==> config.mk <==
export PLATFORM = sky130hd
export DESIGN_NAME = reg_file_sb
export DESIGN_NICKNAME = d
export VERILOG_FILES = /design/src/rtl/reg_file_sb.sv
export SDC_FILE = /design/constraint.sdc
export NUM_CORES = 2
export LEC_CHECK = 0
export CORE_ASPECT_RATIO = 1.5
export CORE_MARGIN = 4
export CORE_UTILIZATION = 40
export CTS_CLUSTER_SIZE = 28
export DETAILED_ROUTE_END_ITERATION = 12
export HOLD_SLACK_MARGIN = 0.02
export SETUP_SLACK_MARGIN = 0.1
export SLEW_MARGIN = 20
export SYNTH_ARGS = -nofsm -noshare
export SYNTH_HDL_FRONTEND = slang
export SYNTH_SLANG_ARGS = --single-unit
==> constraint.sdc <==
create_clock -name clk -period 7.15 [get_ports clk]
set_input_delay 1.0725 -clock clk [delete_from_list [all_inputs] [get_ports clk]]
set_output_delay 1.0725 -clock clk [all_outputs]
set_load 0.03 [all_outputs]
==> src/rtl/reg_file_sb.sv <==
// reg_file_sb -- architectural register file with write-back merge and a
// pending-write scoreboard.
//
// Register 0 is hardwired to zero. The WB stage writes through a word, halfword
// or byte merge. Both read ports are combinational and write-first, so a value
// being written back this cycle is forwarded to ID. ID marks a destination
// pending at issue; the matching WB write retires it, and ID stalls while an
// operand is busy.
//
// Ports
//   clk       in   1        rising-edge clock
//   reset     in   1        synchronous, active-high; wins over same-cycle write/set
//   wr_en     in   1        WB write strobe
//   w_mode    in   2        0=word, 1=halfword, 2=byte, 3=reserved (no store)
//   Addr      in   WIDTH    WB destination, only Addr[AW-1:0] is used
//   Data      in   WIDTH    WB write data
//   rs_addr   in   AW       read port A index
//   rt_addr   in   AW       read port B index
//   rs_data   out  WIDTH    read port A data (combinational, bypassed)
//   rt_data   out  WIDTH    read port B data (combinational, bypassed)
//   set_en    in   1        ID issue strobe: mark set_addr pending
//   set_addr  in   AW       destination being issued
//   rs_busy   out  1        rs_addr has an outstanding write
//   rt_busy   out  1        rt_addr has an outstanding write
//   pend_cnt  out  AW+1     number of pending registers (registered counter)
module reg_file_sb #(
  parameter int WIDTH = 32,
  parameter int NREGS = 32,
  parameter int AW    = 5
) (
  input  logic             clk,
  input  logic             reset,
  input  logic             wr_en,
  input  logic [1:0]       w_mode,
  input  logic [WIDTH-1:0] Addr,
  input  logic [WIDTH-1:0] Data,
  input  logic [AW-1:0]    rs_addr,
  input  logic [AW-1:0]    rt_addr,
  output logic [WIDTH-1:0] rs_data,
  output logic [WIDTH-1:0] rt_data,
  input  logic             set_en,
  input  logic [AW-1:0]    set_addr,
  output logic             rs_busy,
  output logic             rt_busy,
  output logic [AW:0]      pend_cnt
);

  // Lane merge shared by the array write and the read bypass, so both always
  // agree on what gets stored.
  function automatic logic [WIDTH-1:0] merge_word(
    input logic [WIDTH-1:0] old_v,
    input logic [WIDTH-1:0] new_v,
    input logic [1:0]       mode
  );
    case (mode)
      2'd0:    merge_word = new_v;
      2'd1:    merge_word = {old_v[WIDTH-1:16], new_v[15:0]};
      2'd2:    merge_word = {old_v[WIDTH-1:8], new_v[7:0]};
      default: merge_word = old_v;
    endcase
  endfunction

  logic [WIDTH-1:0] regs_r [NREGS];
  logic [NREGS-1:0] pend_r;
  logic [AW:0]      cnt_r;

  logic [AW-1:0]    idx_s;
  logic             wr_hit_s;     // write strobe to a real register (any mode)
  logic             wr_store_s;   // write that actually changes the array
  logic [WIDTH-1:0] merged_s;
  logic [NREGS-1:0] set_vec_s;
  logic [NREGS-1:0] clr_vec_s;
  logic [NREGS-1:0] pend_next_s;
  logic             inc_s;
  logic             dec_s;
  logic             unused_addr_s;

  assign idx_s         = Addr[AW-1:0];
  assign unused_addr_s = ^Addr[WIDTH-1:AW];
  assign wr_hit_s      = wr_en && (idx_s != {AW{1'b0}});
  assign wr_store_s    = wr_hit_s && (w_mode != 2'd3);
  assign merged_s      = merge_word(regs_r[idx_s], Data, w_mode);

  // Register array: reset clears everything, otherwise store the merged word.
  always_ff @(posedge clk) begin
    if (reset) begin
      for (int i = 0; i < NREGS; i++) begin
        regs_r[i] <= {WIDTH{1'b0}};
      end
    end else if (wr_store_s) begin
      regs_r[idx_s] <= merged_s;
    end
  end

  // Read ports with write-first bypass; register 0 always reads as zero.
  always_comb begin
    rs_data = regs_r[rs_addr];
    rt_data = regs_r[rt_addr];
    if (rs_addr == {AW{1'b0}}) begin
      rs_data = {WIDTH{1'b0}};
    end else if (wr_store_s && (idx_s == rs_addr)) begin
      rs_data = merged_s;
    end else begin
      rs_data = regs_r[rs_addr];
    end
    if (rt_addr == {AW{1'b0}}) begin
      rt_data = {WIDTH{1'b0}};
    end else if (wr_store_s && (idx_s == rt_addr)) begin
      rt_data = merged_s;
    end else begin
      rt_data = regs_r[rt_addr];
    end
  end

  // One-hot set/clear vectors; bit 0 is never set or cleared, so it stays 0.
  always_comb begin
    set_vec_s = {NREGS{1'b0}};
    clr_vec_s = {NREGS{1'b0}};
    for (int i = 1; i < NREGS; i++) begin
      set_vec_s[i] = set_en   && (set_addr == AW'(i));
      clr_vec_s[i] = wr_hit_s && (idx_s == AW'(i));
    end
  end

  // Set is applied after clear so a same-cycle set on the retiring reg wins.
  assign pend_next_s = (pend_r & ~clr_vec_s) | set_vec_s;

  // Counter deltas mirror exactly the bits that change 0->1 and 1->0.
  assign inc_s = set_vec_s[set_addr] && !pend_r[set_addr];
  assign dec_s = clr_vec_s[idx_s] && pend_r[idx_s] && !set_vec_s[idx_s];

  // Scoreboard bits.
  always_ff @(posedge clk) begin
    if (reset) begin
      pend_r <= {NREGS{1'b0}};
    end else begin
      pend_r <= pend_next_s;
    end
  end

  // Pending counter: saturates at NREGS-1 and never wraps below zero.
  always_ff @(posedge clk) begin
    if (reset) begin
      cnt_r <= {(AW+1){1'b0}};
    end else begin
      case ({inc_s, dec_s})
        2'b10: begin
          if (cnt_r != (AW+1)'(NREGS-1)) begin
            cnt_r <= cnt_r + {{AW{1'b0}}, 1'b1};
          end
        end
        2'b01: begin
          if (cnt_r != {(AW+1){1'b0}}) begin
            cnt_r <= cnt_r - {{AW{1'b0}}, 1'b1};
          end
        end
        default: cnt_r <= cnt_r;
      endcase
    end
  end

  // Operand being written back this cycle is forwarded, hence not busy.
  assign rs_busy  = pend_r[rs_addr] && !(wr_en && (idx_s == rs_addr));
  assign rt_busy  = pend_r[rt_addr] && !(wr_en && (idx_s == rt_addr));
  assign pend_cnt = cnt_r;

endmodule

==> metrics.md <==
| Metric | Value |
|---|---|
| Netlist cell types | 90 |
| Asr flop ratio synth | 0 |
| GR Layer Usage met3 | 0.110 |
| H-tree depth | 3 |
| Dominant synthesized flop cell | edfxtp_1 |
| Initial Utilization | 0.402 |
| Crit. End Element | output pin |
| Largest net degree at the start of global routing | 103 |
| Max cap viols | 0 |
| Inst Count DP | 6546 |
| Pre-CTS setup slack | 1230 ps |
| Filler cells | 13.9k |
| Final worst slack | 877 ps |
| Area of the multi-input gates | 28700 µm² |
| Achievable Freq | 159 MHz |
| Sink Count | 1061 |
| HP Start | pend_r[20] |
| GRT Total Usage | 0.334 |
| Total Wirelength | 276 mm |
| Leakage power | 24.2 nW |
| Synth Area per Inst | 13.7 µm² |
| Power per cell area | 231 nW/µm² |
| Detail Route Antenna Nets | 0 |
| WHS | 534 ps |
| Critical Path Most Common Cell | clkdlybuf4s50_1 |
| Hold Fails Final Rpt | 0 |
| Port Buf Inserts | 129 |
| Sequential element share of the synthesized area | 0.505 |
| Vias in the first global route | 47.1k |
| Number of gates resized after cts | 0 |
| Cell-internal power | 11.5 mW |
| Worst hold path type | reg -> reg |
| Vias per std cell | 7.16 |
| Layout cell share with drive strength beyond 1 | 0.265 |
| Clk_skew | 51.3 ps |
| Sequential share of power | 0.450 |
| CTS root buffer | clkbuf_16 |
| Crit path DAT | 5200 ps |
| Cell Count, Final, Fillers Out | 6763 |
| WL/cell | 40.9 µm |
| Highest-count cells in the layout ignoring fill and taps | 1087 x nor2_1, 1024 x edfxtp_1, 678 x mux4_2 |
| DRC viols | 0 |
| Drt pass-1 iters | 10 |
| Post-route cell area | 69800 µm² |
| Share of total power in combinational logic | 0.176 |
| Core area | 155000 µm² |
| Clk Latency, worst-skew pair | 780 ps |
| WP data required | 6080 ps |
| RR Startpoint | pend_r[17] |
| DPL Wire Length | 174 mm |
| Sw power | 4.62 mW |
| Reg clk slew, reported paths | 70 ps |
| Met1 usage | 0.403 |
| Max clock buf depth | 3 |
| Tightest Pin Transition | 1340 ps |
| CP Cell Sequence | clkdlybuf4s50_1 -> nand2_1 -> buf_4 -> a21boi_1 -> and4_2 -> nor3_1 -> a211oi_1 -> clkdlybuf4s50_1 |
| EDFF count, synth | 1024 |
| R2R depth | 14 |
| VDD IR max | 0.184 mV |
| Die H | 491 µm |
| Mapped cell area | 62300 µm² |
| Detailed Route Iter0 Violations | 9251 |
| CTS Hold Bufs | 0 |
| Fin Setup TNS | 0 ps |
| WHS Endpoint | pend_r[20] |
| Initial antenna violation count | 24 |
| Routed via count | 48.4k |
| Worst R2R Setup Slack | 3090 ps |
| Sequential cell area | 31500 µm² |
| Final setup vio count | 0 |
| Post-CTS Setup Bufs | 0 |
| Period utilisation layout | 0.877 |
| Power, Total | 16.1 mW |
| Total CTS buffers | 108 |
| Startpoint Class | primary input |
| Global route hottest layer | met2 |
| DP Area | 66200 µm² |
| Final GP Congestion | 0.965 |
| Hold Path Stages | 2 |
| Clock share of power | 0.374 |
| Switching share of power | 0.287 |
| Placement Rows | 177 |
| First-pass GRT wire length | 374 mm |
| RSZ-0062 raised after global routing | false |
| Post-Synthesis Cells | 4554 |
| Die Wd | 330 µm |
| Most common cell after layout, fill and taps aside | nor2_1 |
| CP max stage cell | a211oi_1 |
| Status | completed |
| Grt ovf | 0 |
| Min Tclk post-route | 6270 ps |
| Synth Warn # | 0 |
| Slew margin rel. | 0.105 |
| Ports | 157 |
| Critical path class | in -> out |
| Final Util | 0.451 |
| CP max FO | 18 |
| Crit Reg-Reg Endpoint | pend_cnt[5] |
| NumNets Final | 4690 |
| Number of synthesized register bits | 1061 |
| Largest stage delay on the critical path | 900 ps |
| P&R area growth vs syn | 12.1% |
| DIE AREA | 162000 µm² |
| Final-report max-slew violation count | 0 |
| CTS tree | done |
| Met2 Use GR | 0.496 |
## state kept, by name, summed over array words and instances, names as in the netlist
| signal | flops |
|---|---|
| pend_r | 31 |
| pend_cnt | 6 |
| regs_r | 1024 |
## worst max-delay path by stage
stage / start / endpoint / slack [ps] / depth (start not counted)
after floorplan: Addr[3] / pend_cnt[5] / 2640 / 16
after global placement: Addr[1] / rt_data[11] / 1220 / 9
after detailed placement: Addr[0] / rt_data[20] / 1230 / 9
after CTS: Addr[0] / rt_data[20] / 1230 / 9
after global routing: rt_addr[0] / rt_busy / 930 / 10
final: w_mode[0] / rt_data[16] / 880 / 8
## routing by layer
metal | part of all wire | vias up
met3 | 0.15 | 1310
met1 | 0.32 | 24422
met5 | 0.00026 | -
met2 | 0.44 | 4729
met4 | 0.098 | 10
li1 | - | 17943
## final cells by class
class | instances | area share
Antenna cell | 14 | 0.000502
Clock buffer | 134 | 0.0407
Clock inverter | 69 | 0.0115
Inverter | 12 | 0.000645
Multi-Input combinational cell | 3051 | 0.411
Sequential cell | 1061 | 0.451
Tap cell | 2058 | 0.0369
Timing Repair Buffer | 364 | 0.0477
## Yosys cell counts, drive strengths merged, types with 3 or more instances
library cell,instances,area share
nand3,41,0.0033
nor2b,33,0.0033
xor2,10,0.0014
and3,11,0.0011
a31oi,10,0.0011
a41oi,3,0.00054
clkbuf,152,0.0092
dfxtp,37,0.012
o211ai,16,0.0020
a211o,3,0.00042
a22o,12,0.0017
nor4,9,0.0014
edfxtp,1024,0.49
o31ai,4,0.00048
and2,17,0.0017
nor3,19,0.0016
nor2,1094,0.066
a221o,12,0.0019
inv,10,0.00060
a221oi,19,0.0028
nand4,12,0.0014
nor3b,6,0.00088
a21boi,3,0.00036
a211oi,35,0.0053
o21ai,42,0.0036
nand2,201,0.012
buf,309,0.030
a2bb2oi,3,0.00062
nand2b,49,0.0049
o221ai,4,0.00056
ha,6,0.0012
a21oi,87,0.0071
a22oi,187,0.023
mux2,31,0.0056
or2,8,0.00080
mux2i,239,0.038
mux4,678,0.25
o22ai,70,0.0071
xnor2,7,0.00098
and3b,4,0.00056
o2111ai,3,0.00042
## cell families (layout without fill, tap and decap cells)
group                      count (synthesis)  count (layout)  synth area share
adders and majority gates                  7               7           0.00153
and+or+nand+nor                         1512            1512             0.100
other                                      1              46         0.0000602
AOI/OAI and AO/OA                        535             535            0.0621
xor gates and xnor gates                  17              17           0.00239
buffers and inverters                    473             579            0.0395
muxes                                    948             948             0.289
DFF                                     1061            1061             0.505
## critical path, delay by kind of cell
family	cells	cell delay, ps
compound gates	2	1270
buf+inv	3	1660
simple gates	3	1180
## power by group through the flow
stage / combinational (mW) / sequential, mW / clock (mW)
2_1_floorplan: 1.68 / 7.32 / 0
3_3_place_gp: 2.71 / 7.35 / 0
3_5_place_dp: 2.73 / 7.38 / 0
4_1_cts: 2.74 / 7.24 / 6.03
5_1_grt: 2.86 / 7.28 / 6.28
6_report: 2.83 / 7.26 / 6.02
Note: power is estimated with default switching activity, not from simulation.
